[config.mk]
export PLATFORM = sky130hd
export DESIGN_NAME = sd_tx_cmd
export DESIGN_NICKNAME = d
export VERILOG_FILES = /design/src/rtl/sd_pkg.sv /design/src/rtl/sd_crc7.sv /design/src/rtl/sd_tx_cmd.sv
export SDC_FILE = /design/constraint.sdc
export NUM_CORES = 1
export LEC_CHECK = 0
export ABC_AREA = 1
export BUFFER_PORTS_ARGS = -buffer_cell sky130_fd_sc_hd__buf_2
export CAP_MARGIN = 20
export CORE_MARGIN = 1
export CORE_UTILIZATION = 30
export CTS_CLUSTER_DIAMETER = 40
export DETAILED_ROUTE_END_ITERATION = 8
export HOLD_SLACK_MARGIN = 0.1
export PLACE_DENSITY = 0.51
export SLEW_MARGIN = 20
export SYNTH_ARGS = -nofsm -noshare
export SYNTH_HDL_FRONTEND = slang
export SYNTH_HIERARCHICAL = 1
export SYNTH_SLANG_ARGS = --single-unit
[constraint.sdc]
create_clock -name clk -period 10.25 [get_ports clk]
set_clock_uncertainty 0.15 [all_clocks]
set_input_delay 0.5125 -clock clk [delete_from_list [all_inputs] [get_ports clk]]
set_output_delay 0.5125 -clock clk [all_outputs]
set_load 0.1 [all_outputs]
[src/rtl/sd_pkg.sv]
// Shared definitions for the SD SPI interface blocks.
// Holds the transmitter state encoding, the SD command frame geometry,
// the CRC7 polynomial, the MOSI idle level, and a one-bit CRC7 step
// function. The CRC7 register and the command transmitter both use it.
package sd_pkg;

    typedef enum logic [2:0] {
        IDLE,
        CMD_HDR,
        CMD_CRC,
        CMD_END,
        BYTE
    } tx_state_e;

    localparam int         CMD_FRAME_BITS = 48;
    localparam int         CMD_HDR_BITS   = 40;
    localparam logic [6:0] CRC7_POLY      = 7'h09;
    localparam logic       MOSI_IDLE      = 1'b1;

    // One serial CRC7 update (x^7 + x^3 + 1), data bit fed MSB first.
    function automatic logic [6:0] crc7_step(input logic [6:0] crc, input logic b);
        logic fb;
        fb = crc[6] ^ b;
        return {crc[5:0], 1'b0} ^ (fb ? CRC7_POLY : 7'h00);
    endfunction

endpackage

[src/rtl/sd_crc7.sv]
// Serial CRC7 register for SD command/response frames.
// Ports:
//   clk, n_rst  - clock, asynchronous active-low reset (clears CRC)
//   clear       - synchronous clear, has priority over enable
//   enable      - absorb bit_in into the CRC this clock
//   bit_in      - serial data bit, MSB of the frame first
//   crc[6:0]    - running CRC7 remainder
module sd_crc7
    import sd_pkg::*;
(
    input  logic       clk,
    input  logic       n_rst,
    input  logic       clear,
    input  logic       enable,
    input  logic       bit_in,
    output logic [6:0] crc
);

    always_ff @(posedge clk or negedge n_rst) begin
        if (!n_rst) begin
            crc <= 7'h00;
        end else if (clear) begin
            crc <= 7'h00;
        end else if (enable) begin
            crc <= crc7_step(crc, bit_in);
        end
    end

endmodule

[src/rtl/sd_tx_cmd.sv]
// SD SPI MOSI transmitter. Serializes a 48-bit command frame
// (start 0, transmission 1, index, argument, CRC7, end 1) or a single raw
// byte, MSB first, one bit per SCLK falling-edge strobe.
// Ports:
//   clk, n_rst         - clock, asynchronous active-low reset
//   falling_edge_sclk  - one-clk strobe, advances one bit
//   start_cmd          - request a command frame (wins over start_byte)
//   cmd_index[5:0]     - command number, sampled on accepted start_cmd
//   cmd_arg[31:0]      - command argument, sampled on accepted start_cmd
//   start_byte         - request a raw byte
//   tx_byte[7:0]       - byte to send, sampled on accepted start_byte
//   MOSI               - registered serial data, idles at 1
//   busy               - registered, high while a transfer is in progress
//   cmd_done           - registered one-clk pulse at end of a command frame
//   byte_done          - registered one-clk pulse at end of a raw byte
module sd_tx_cmd
    import sd_pkg::*;
(
    input  logic        clk,
    input  logic        n_rst,
    input  logic        falling_edge_sclk,
    input  logic        start_cmd,
    input  logic [5:0]  cmd_index,
    input  logic [31:0] cmd_arg,
    input  logic        start_byte,
    input  logic [7:0]  tx_byte,
    output logic        MOSI,
    output logic        busy,
    output logic        cmd_done,
    output logic        byte_done
);

    localparam int CRC_BITS = CMD_FRAME_BITS - CMD_HDR_BITS - 1;

    tx_state_e   state, state_d;
    logic [5:0]  cnt, cnt_d;
    logic [39:0] hdr_sr, hdr_d;
    logic [7:0]  byte_sr, byte_d;
    logic        mosi_d, busy_d, cmd_done_d, byte_done_d;
    logic        crc_clr, crc_en;
    logic [6:0]  crc, crc_final;

    sd_crc7 u_crc7 (
        .clk    (clk),
        .n_rst  (n_rst),
        .clear  (crc_clr),
        .enable (crc_en),
        .bit_in (MOSI),
        .crc    (crc)
    );

    always_ff @(posedge clk or negedge n_rst) begin
        if (!n_rst) begin
            state     <= IDLE;
            cnt       <= 6'd0;
            MOSI      <= MOSI_IDLE;
            busy      <= 1'b0;
            cmd_done  <= 1'b0;
            byte_done <= 1'b0;
        end else begin
            state     <= state_d;
            cnt       <= cnt_d;
            MOSI      <= mosi_d;
            busy      <= busy_d;
            cmd_done  <= cmd_done_d;
            byte_done <= byte_done_d;
        end
    end

    // Shift registers carry data only; their contents are don't-care
    // until a start loads them.
    always_ff @(posedge clk) begin
        hdr_sr  <= hdr_d;
        byte_sr <= byte_d;
    end

    always_comb begin
        state_d     = state;
        cnt_d       = cnt;
        hdr_d       = hdr_sr;
        byte_d      = byte_sr;
        mosi_d      = MOSI;
        busy_d      = busy;
        cmd_done_d  = 1'b0;
        byte_done_d = 1'b0;
        crc_clr     = 1'b0;
        crc_en      = 1'b0;
        // CRC including the bit currently on MOSI, i.e. the final header CRC
        // when the last header bit is being shifted out.
        crc_final   = crc7_step(crc, MOSI);

        case (state)
            IDLE: begin
                mosi_d = MOSI_IDLE;
                busy_d = 1'b0;
                if (start_cmd) begin
                    hdr_d   = {2'b01, cmd_index, cmd_arg};
                    crc_clr = 1'b1;
                    cnt_d   = 6'd0;
                    state_d = CMD_HDR;
                    busy_d  = 1'b1;
                    mosi_d  = 1'b0;
                end else if (start_byte) begin
                    byte_d  = tx_byte;
                    cnt_d   = 6'd0;
                    state_d = BYTE;
                    busy_d  = 1'b1;
                    mosi_d  = tx_byte[7];
                end
            end

            // hdr_sr[39] is already on MOSI, so the next bit comes from [38].
            CMD_HDR: begin
                if (falling_edge_sclk) begin
                    crc_en = 1'b1;
                    cnt_d  = cnt + 6'd1;
                    if (cnt == 6'(CMD_HDR_BITS - 1)) begin
                        // Reuse the header register to shift the CRC out:
                        // crc[6] goes straight to MOSI, crc[5:0] wait at the top.
                        state_d = CMD_CRC;
                        cnt_d   = 6'd0;
                        mosi_d  = crc_final[6];
                        hdr_d   = {crc_final[5:0], 34'd0};
                    end else begin
                        mosi_d = hdr_sr[38];
                        hdr_d  = {hdr_sr[38:0], 1'b0};
                    end
                end
            end

            CMD_CRC: begin
                if (falling_edge_sclk) begin
                    cnt_d = cnt + 6'd1;
                    if (cnt == 6'(CRC_BITS - 1)) begin
                        state_d = CMD_END;
                        cnt_d   = 6'd0;
                        mosi_d  = 1'b1;
                    end else begin
                        mosi_d = hdr_sr[39];
                        hdr_d  = {hdr_sr[38:0], 1'b0};
                    end
                end
            end

            CMD_END: begin
                if (falling_edge_sclk) begin
                    state_d    = IDLE;
                    mosi_d     = MOSI_IDLE;
                    busy_d     = 1'b0;
                    cmd_done_d = 1'b1;
                end
            end

            BYTE: begin
                if (falling_edge_sclk) begin
                    cnt_d = cnt + 6'd1;
                    if (cnt == 6'd7) begin
                        state_d     = IDLE;
                        cnt_d       = 6'd0;
                        mosi_d      = MOSI_IDLE;
                        busy_d      = 1'b0;
                        byte_done_d = 1'b1;
                    end else begin
                        // Rotate rather than shift; the wrapped bit is never sent.
                        mosi_d = byte_sr[6];
                        byte_d = {byte_sr[6:0], byte_sr[7]};
                    end
                end
            end

            default: begin
                state_d = IDLE;
                cnt_d   = 6'd0;
                mosi_d  = MOSI_IDLE;
                busy_d  = 1'b0;
            end
        endcase
    end

endmodule

Word-level counts from Yosys, hierarchy flattened:

Index checks and enable logic that the tools add are counted.
W data, S select, Z words.

* logic and storage cells: 102
* output and inout bits: 4
* flip-flop bits (word level): 68

* equality and inequality tests: 20
* bitwise operators: 4
* $add $sub $neg: 1
* multiplexer cells: 57
* reductions and logical operators: 11

Operator list (count)
* $mux W40: 5
* $pmux W40 S3: 1
* $mux W6: 8
* $mux W8: 4
* $pmux W6 S5: 1
* $mux W3: 9
* $ne A2 B2 Y1 const B: 12
* $mux W1: 22
* $pmux W8 S2: 1
* $pmux W3 S5: 1
* $reduce_and A5 Y1: 3
* $mux W7: 2
* $eq A6 B3 Y1 const B: 2
* $reduce_and A4 Y1: 2
* $reduce_and A8 Y1: 1
* $xor A7 B7 Y7: 1
* $add A6 B1 Y6 const B: 1
* $eq A3 B2 Y1 const B: 2
* $eq A6 B6 Y1 const B: 1
* $pmux W1 S5: 1
* $mux W4: 1
* $pmux W1 S4: 1
* $reduce_bool A2 Y1: 2
* $eq A3 B1 Y1 const B: 1
* other kinds (7): 8

Depth between registers and ports, before layout:

Gate-level depths: netlist of run 1.

* word-level depth: 6
* gate-level depth with buffers: 10

Hierarchy:

The synthesis of run 1 kept the hierarchy.

By module, submodules not included
* sd_tx_cmd: times used 1, seq. area each 1767.9 um^2, area each 3072.9 um^2, cells each 297
* sd_crc7: times used 1, seq. area each 175.2 um^2, area each 315.3 um^2, cells each 36

Worst setup path before layout of run 1:

OpenSTA, ideal clock, no wires.

* kind: register to register
* start point: reg state[0]
* end point: reg hdr_sr[0], enable pin
* slack: 5.937 ns
* stages on the path, launching flop included: 7
* data required time: 9.613 ns
* data arrival time: 3.676 ns
* period minus slack after synthesis: 4.313 ns
* cell sequence: dfrtp_1 > nor2_2 > nand2_2 > nand2_4 > nand2_1 > o21ai_0 > nor3_1

* word-level cells in the longest chain between the ends: 3
* elaborated cells on any way between the ends: 9
* those cells by class: eq/ne (6); reduce/logical (3)

RTL lines
* start: declaration: line sd_tx_cmd.sv:35 `tx_state_e state, state_d;`
* start signal: assignment: line sd_tx_cmd.sv:61 `state <= state_d;`
* $eq A3 B2 Y1, or another cell as far along: line sd_tx_cmd.sv:92 `case (state)`
* $ne A2 B2 Y1 (no line) or $reduce_bool A3 Y1 (tied branches)
* $reduce_and A5 Y1 (no line) *
* end signal: assignment: line sd_tx_cmd.sv:73 `hdr_sr <= hdr_d;`
* end: declaration: line sd_tx_cmd.sv:37 `logic [39:0] hdr_sr, hdr_d;`

Every way passes the cells marked *; elsewhere a longest branch is shown, timed or not.
A chain may end at the register's enable or synchronous reset.

Worst setup path after layout of run 1:

* start point: reg cnt[1]
* end point: reg hdr_sr[19], data pin

* word-level cells in the longest chain between the ends: 4

RTL lines
* start: declaration: line sd_tx_cmd.sv:36 `logic [5:0] cnt, cnt_d;`
* start signal: assignment: line sd_tx_cmd.sv:62 `cnt <= cnt_d;`
* $eq A6 B6 Y1: line sd_tx_cmd.sv:117 `if (cnt == 6'(CMD_HDR_BITS - 1)) begin`
* $mux W40: line sd_tx_cmd.sv:117
* $mux W40: line sd_tx_cmd.sv:114 `if (falling_edge_sclk) begin`
* $pmux W40 S3: line sd_tx_cmd.sv:92
* named net hdr_d[19]: line sd_tx_cmd.sv:37

The timed path passes the listed nets, and every way through them passes these cells. The select of a mux whose other input is x is not followed.

==> results of run 1 <==
[final timing paths]
| path | startpoint | end | slack [ns] | cells past startpoint |
|---|---|---|---|---|
| worst max-delay path | cnt[1] | hdr_sr[19] | 7.98 | 7 |
| worst min-delay path | tx_byte[0] | byte_sr[0] | 0.31 | 3 |
| worst max register to register | cnt[1] | hdr_sr[19] | 7.98 | 7 |
| worst min register to register | busy | busy | 0.34 | 2 |
| max in group asynchronous | n_rst | MOSI | 9.07 | 2 |
| min in group asynchronous | n_rst | cnt[0] | 0.53 | 2 |
[cells in the final DEF (no fill, tap or decap), types with 2 or more instances in the layout]
cell        instances
ha_1                2
nand2_2            11
inv_1              20
dfrtp_1            19
a22o_1             34
nand4_1             7
nand3_1            27
clkbuf_16           9
nor3_2              2
inv_6               2
nand3_4             3
inv_2              10
clkinvlp_4          2
o211ai_1            2
o22ai_1             4
buf_2              54
nor2_2              3
nand2_1            89
o21ai_0             6
nor2_1             22
nand3b_1            2
o21ai_1             2
edfxtp_1           48
[power groups by stage]
stage               clock network, mW  registers, mW  logic, mW
finish                          0.308          0.527      0.461
global route                    0.330          0.540      0.519
CTS                             0.317          0.528      0.468
detailed placement                  0          0.533      0.465
global placement                    0          0.529      0.464
floorplan                           0          0.559      0.351
[registers in the layout, indices dropped and copies added, names as in the netlist]
name	count
byte_done	1
cmd_done	1
byte_sr	8
hdr_sr	40
u_crc7/crc	7
MOSI	1
busy	1
cnt	6
state	3
[tightest hold or removal path: cells and delay by family]
family | cells | cell delay [ns]
AND/OR/NAND/NOR | 2 | 0.09
buffers and inverters | 1 | 0.07
[cell families (layout without fill, tap and decap cells)]
| logic type | after synthesis | count (layout) | synth area share |
|---|---|---|---|
| adders and majority gates | 2 | 2 | 0.007384 |
| buffers and inverters | 40 | 103 | 0.05761 |
| DFF | 68 | 68 | 0.5735 |
| and+or+nand+nor | 170 | 170 | 0.2389 |
| AOI/OAI and AO/OA | 51 | 51 | 0.1174 |
| xor gates and xnor gates | 2 | 2 | 0.005171 |
[timing repair]
item	CTS	global route
hold buffers	1	0
endpoints found under the hold margin	19	0
endpoints found under the setup margin	0	0
[routing by layer]
| metal | wire length (µm) | vias up |
|---|---|---|
| li1 | - | 1276 |
| met1 | 3740 | 1168 |
| met2 | 3036 | 53 |
| met3 | 313 | 10 |
| met4 | 91 | 0 |
| met5 | 0 | - |
[area by class of cell]
| type | count | area (µm²) |
|---|---|---|
| Fill cell | 1132 | 6850 |
| Clock buffer | 9 | 225.2 |
| Sequential cell | 68 | 1943 |
| Inverter | 31 | 118.9 |
| Timing Repair Buffer | 56 | 287.8 |
| Tap cell | 140 | 175.2 |
| Multi-Input combinational cell | 225 | 1260 |
| Clock inverter | 7 | 75.07 |
[stage by stage]
stage / hold slack [ns] / instance area [µm²] / instances
5_1_grt: 0.3200 / 4085 / 536
3_3_place_gp: 0.3239 / 3770 / 519
2_1_floorplan: 0.06691 / 3388 / 333
3_5_place_dp: 0.3357 / 3770 / 519
4_1_cts: 0.3037 / 4080 / 536
6_report: 0.3124 / 4085 / 536
==> results.yml, run 1 <==
status:
  status: "completed"
drt:
  routed_wl_um: 7181
  ant_nets: 0
  wl_per_cell_um: 13.40
  via_count: 2507
  drt_iter0_markers: 126
  first_pass_iters: 4
  drcViolationCount: 0
  via_per_inst: 4.677
timing:
  rsz0062_at_grt: "no"
  min_period_ns: 2.266
  setup_violations: 0
  slew_headroom: 0.4971
  hold_violations: 0
  slew_violations: 0
  fin_crit_sh: 0.2211
  worst_slack_ns: 7.984
  fin_setup_tns_ns: 0
  tightest_slew_ns: 0.7517
  max_freq_ghz: 0.4413
grt:
  use_met3: 0.03255
  top_usage_layer: "met2"
  grt_max_degree: 41
  grtUsageTotal: 0.1336
  antenna_found_initial: 0
  grt_pass1_wl_um: 12110
  grt_pass1_vias: 2514
  grt-ovfl-total: 0
  grt_use_met1: 0.1883
  use_met2: 0.2002
cells_and_area:
  syn2layout_area_growth_pct: 20.57
  nets: 444
  fin_util: 0.3736
  antennaDiodeCount: 0
  drive_gt1_frac: 0.2677
floorplan:
  start_util: 0.3098
  num_io_pins: 55
  dieArea_mm2: 0.01172
  core_mm2: 0.01094
  chipHeight_um: 108.3
  die_x_um: 108.3
  std_cell_rows: 38
clock_tree:
  cts_resized: 0
  htreeDepth: 3
  clk_transition_reported_paths_ns: 0.06
  insertion_delay_ns: 0.32
  root_buffer: "clkbuf_16"
  cts_tree: "yes"
  cts_sinks: 68
  cts_inserted_buffers: 9
  cts_post_setup_buffers_inserted: 0
  cts_buffer_depth: 2
setup_path:
  path_delay_family: "simple AND/OR/NAND/NOR gates"
  cp_max_fo: 39
  worstPathRequired_ns: 10.16
  worstPathCellList: "ha_1 > nand2_2 > inv_2 > nand3_4 > nand2_2 > nand2_2 > a22o_1"
  worst_ep_arrival_time_ns: 2.18
  path_class: "reg2reg"
  end_kind: "flop"
  startpoint_type: "flop"
  cpMostUsedCell: "nand2_2"
  cp_num_buf_inv: 1
  cpPeakStageDelay_ns: 0.42
  crit_path_top_delay_cell: "nand2_2"
pwr:
  switchingPower_mw: 0.4827
  p_seq_frac: 0.407
  power_frac_comb: 0.355
  total_power_mw: 1.296
  p_int_mw: 0.8134
  power_density_mw_per_mm2: 317.3
  leakagePower_nw: 1.793
  clkPwrFrac: 0.238
  worst_ir_drop_vdd_v: 0.0001396
  p_sw_frac: 0.3724
logic_synthesis:
  synth_top_area_frac: 0.4254
  synth_area_mm2: 0.003388
  seq_area_frac_synth: 0.5735
  syn_avg_cell_area_um2: 10.17
  synth_edf_count: 48
  syn_nets: 386
  synthFlopType: "edfxtp_1"
  async_reset_ff_frac: 0.2941
  syn_inst: 333
  synth_cell_types: 32
  yosys_warnings: 6
  synthTopCellsByArea: "edfxtp_1 43%, dfrtp_1 14%, nand2_1 9.9%"
  ys_seq_elements: 68
  yosys.area.top_type: "edfxtp_1"
  synth_commonest_cells: "89 x nand2_1, 48 x edfxtp_1, 34 x a22o_1, 27 x nand3_1, 22 x nor2_1"
  synth.most_common_cell: "nand2_1"
placed_design:
  io_buffers: 54
  post-place-ws_ns: 7.736
  place.gp.congestion: 0.8179
  hpwlAfterDp_um: 4970
flow_run:
  max_cap_violations: 0
hold_path:
  min-delay-path-class: "in2reg"
(Power assumes the default switching activity.)
==> run 2: changes to the inputs <==
==> constraint.sdc (replaced) <==
create_clock -name clk -period 2.22 [get_ports clk]
set_clock_uncertainty 0.15 [all_clocks]
set_input_delay 0.111 -clock clk [delete_from_list [all_inputs] [get_ports clk]]
set_output_delay 0.111 -clock clk [all_outputs]
set_load 0.1 [all_outputs]
==> results.yml, run 2 (synthesis results as in run 1) <==
cells_and_area:
  largest_register_ffs: 40
  final_common_cell: "nand2_1"
  top_register: "hdr_sr"
  most-common-layout-cells: "88 x nand2_1, 54 x buf_2, 51 x dlygate4sd3_1, 48 x edfxtp_1, 34 x a22o_1"
  drive_gt1_frac: 0.2467
  fin_util: 0.4251
  syn2layout_area_growth_pct: 37.19
  antennaDiodeCount: 0
  top_regs: "hdr_sr x40, byte_sr x8, u_crc7/crc x7"
  nets: 498
pwr:
  leakagePower_nw: 2.027
  total_power_mw: 6.203
  clkPwrFrac: 0.228
  p_int_mw: 3.930
  worst_ir_drop_vdd_v: 0.0008236
  power_density_mw_per_mm2: 1334
  switchingPower_mw: 2.273
  p_sw_frac: 0.3664
  p_seq_frac: 0.394
  power_frac_comb: 0.378
floorplan:
  chipHeight_um: 108.3
  dieArea_mm2: 0.01172
  start_util: 0.3098
  die_x_um: 108.3
  num_io_pins: 55
  core_mm2: 0.01094
  std_cell_rows: 38
timing:
  min_period_ns: 1.913
  max_freq_ghz: 0.5227
  rsz0062_at_grt: "no"
  slew_violations: 0
  slew_headroom: 0.5720
  tightest_slew_ns: 0.6411
  hold_violations: 0
  fin_crit_sh: 0.8617
  setup_violations: 0
drt:
  routed_wl_um: 7734
  drcViolationCount: 0
  via_per_inst: 4.598
  first_pass_iters: 5
  via_count: 2713
  drt_iter0_markers: 138
  wl_per_cell_um: 13.11
  ant_nets: 0
setup_path:
  cpPeakStageDelay_ns: 0.45
  cp_max_fo: 38
  end_kind: "flop"
  rr_worst_depth: 5
  worstPathCellList: "nor2_2 > nand2_2 > nand2_4 > inv_2 > a22o_1"
  crit_path_top_delay_cell: "dfrtp_2"
  startpoint_type: "flop"
  worstPathRequired_ns: 2.15
  rrSetupSlack_ns: 0.31
  setup.worst_path.start: "state[0]"
  reg2reg_to: "hdr_sr[3]"
  r2r_start: "state[0]"
  worst_ep_arrival_time_ns: 1.85
  path_class: "reg2reg"
grt:
  grt_pass1_vias: 2622
  grt_max_degree: 41
  grtUsageTotal: 0.1432
  antenna_found_initial: 0
  grt_pass1_wl_um: 12680
  grt-ovfl-total: 0
clock_tree:
  cts_sinks: 68
  root_buffer: "clkbuf_16"
  htreeDepth: 3
  cts_tree: "yes"
  cts_hold_buf: 51
  insertion_delay_ns: 0.33
  cts_resized: 0
  clk_transition_reported_paths_ns: 0.06
  cts_inserted_buffers: 9
  cts_buffer_depth: 2
  cts_post_setup_buffers_inserted: 0
flow_run:
  max_cap_violations: 0
hold_path:
  min-delay-path-class: "in2async"
status:
  status: "completed"
placed_design:
  hpwlAfterDp_um: 5018
  io_buffers: 54
  place.gp.congestion: 0.8020
run 2: cell count changes in the layout (fill, tap and decap cells not counted), sizes merged:
cell,delta
buf,+4
clkinvlp,+1
inv,-2
dlygate4sd3,+50
clkbuf,+1
run 2: metal layers:
layer	GRT usage	part of all wire
met5	0	0
met3	0.04581	0.049
met2	0.2120	0.44
met4	0.05598	0.013
met1	0.1938	0.50
run 2: power by group through the flow:
stage | Combinational (mW) | Clock (mW) | Sequential [mW]
2_1_floorplan | 1.67 | 0 | 2.55
3_3_place_gp | 2.28 | 0 | 2.48
3_5_place_dp | 2.30 | 0 | 2.46
4_1_cts | 2.38 | 1.46 | 2.45
5_1_grt | 2.62 | 1.50 | 2.50
6_report | 2.35 | 1.41 | 2.44
run 2: area by class of cell:
| type | instances | area [µm²] |
|---|---|---|
| Inverter | 31 | 118.9 |
| Clock inverter | 6 | 65.06 |
| Clock buffer | 10 | 229.0 |
| Timing Repair Buffer | 110 | 843.3 |
| Multi-Input combinational cell | 225 | 1272 |
| Tap cell | 140 | 175.2 |
| Sequential cell | 68 | 1944 |
| Fill cell | 1066 | 6287 |
run 2: critical path, delay by kind of cell, from the launching register on:
kind,cells,cell delay [ns]
AND/OR/NAND/NOR,3,0.47
buffers and inverters,1,0.25
AO/OA/AOI/OAI,1,0.33
flip-flops,1,0.45
run 2: how the worst max path moves through the flow:
stage / to / slack (ns)
after floorplan: hdr_sr[0] / -0.21
after global placement: hdr_sr[14] / 0.28
after detailed placement: hdr_sr[4] / 0.29
after CTS: hdr_sr[27] / 0.29
after global routing: hdr_sr[37] / 0.17
final: hdr_sr[3] / 0.31
run 2: metrics by stage:
step	TNS [ns]	setup slack, ns	cells	hold slack (ns)	instance area (µm²)
floorplan	-8.290	-0.2073	333	-0.3346	3412
global placement	0	0.2822	523	-0.03743	3844
detailed placement	0	0.2902	523	-0.03671	3844
CTS	0	0.2926	590	0.1338	4648
global route	0	0.1734	590	0.1768	4648
finish	0	0.3070	590	0.1252	4648
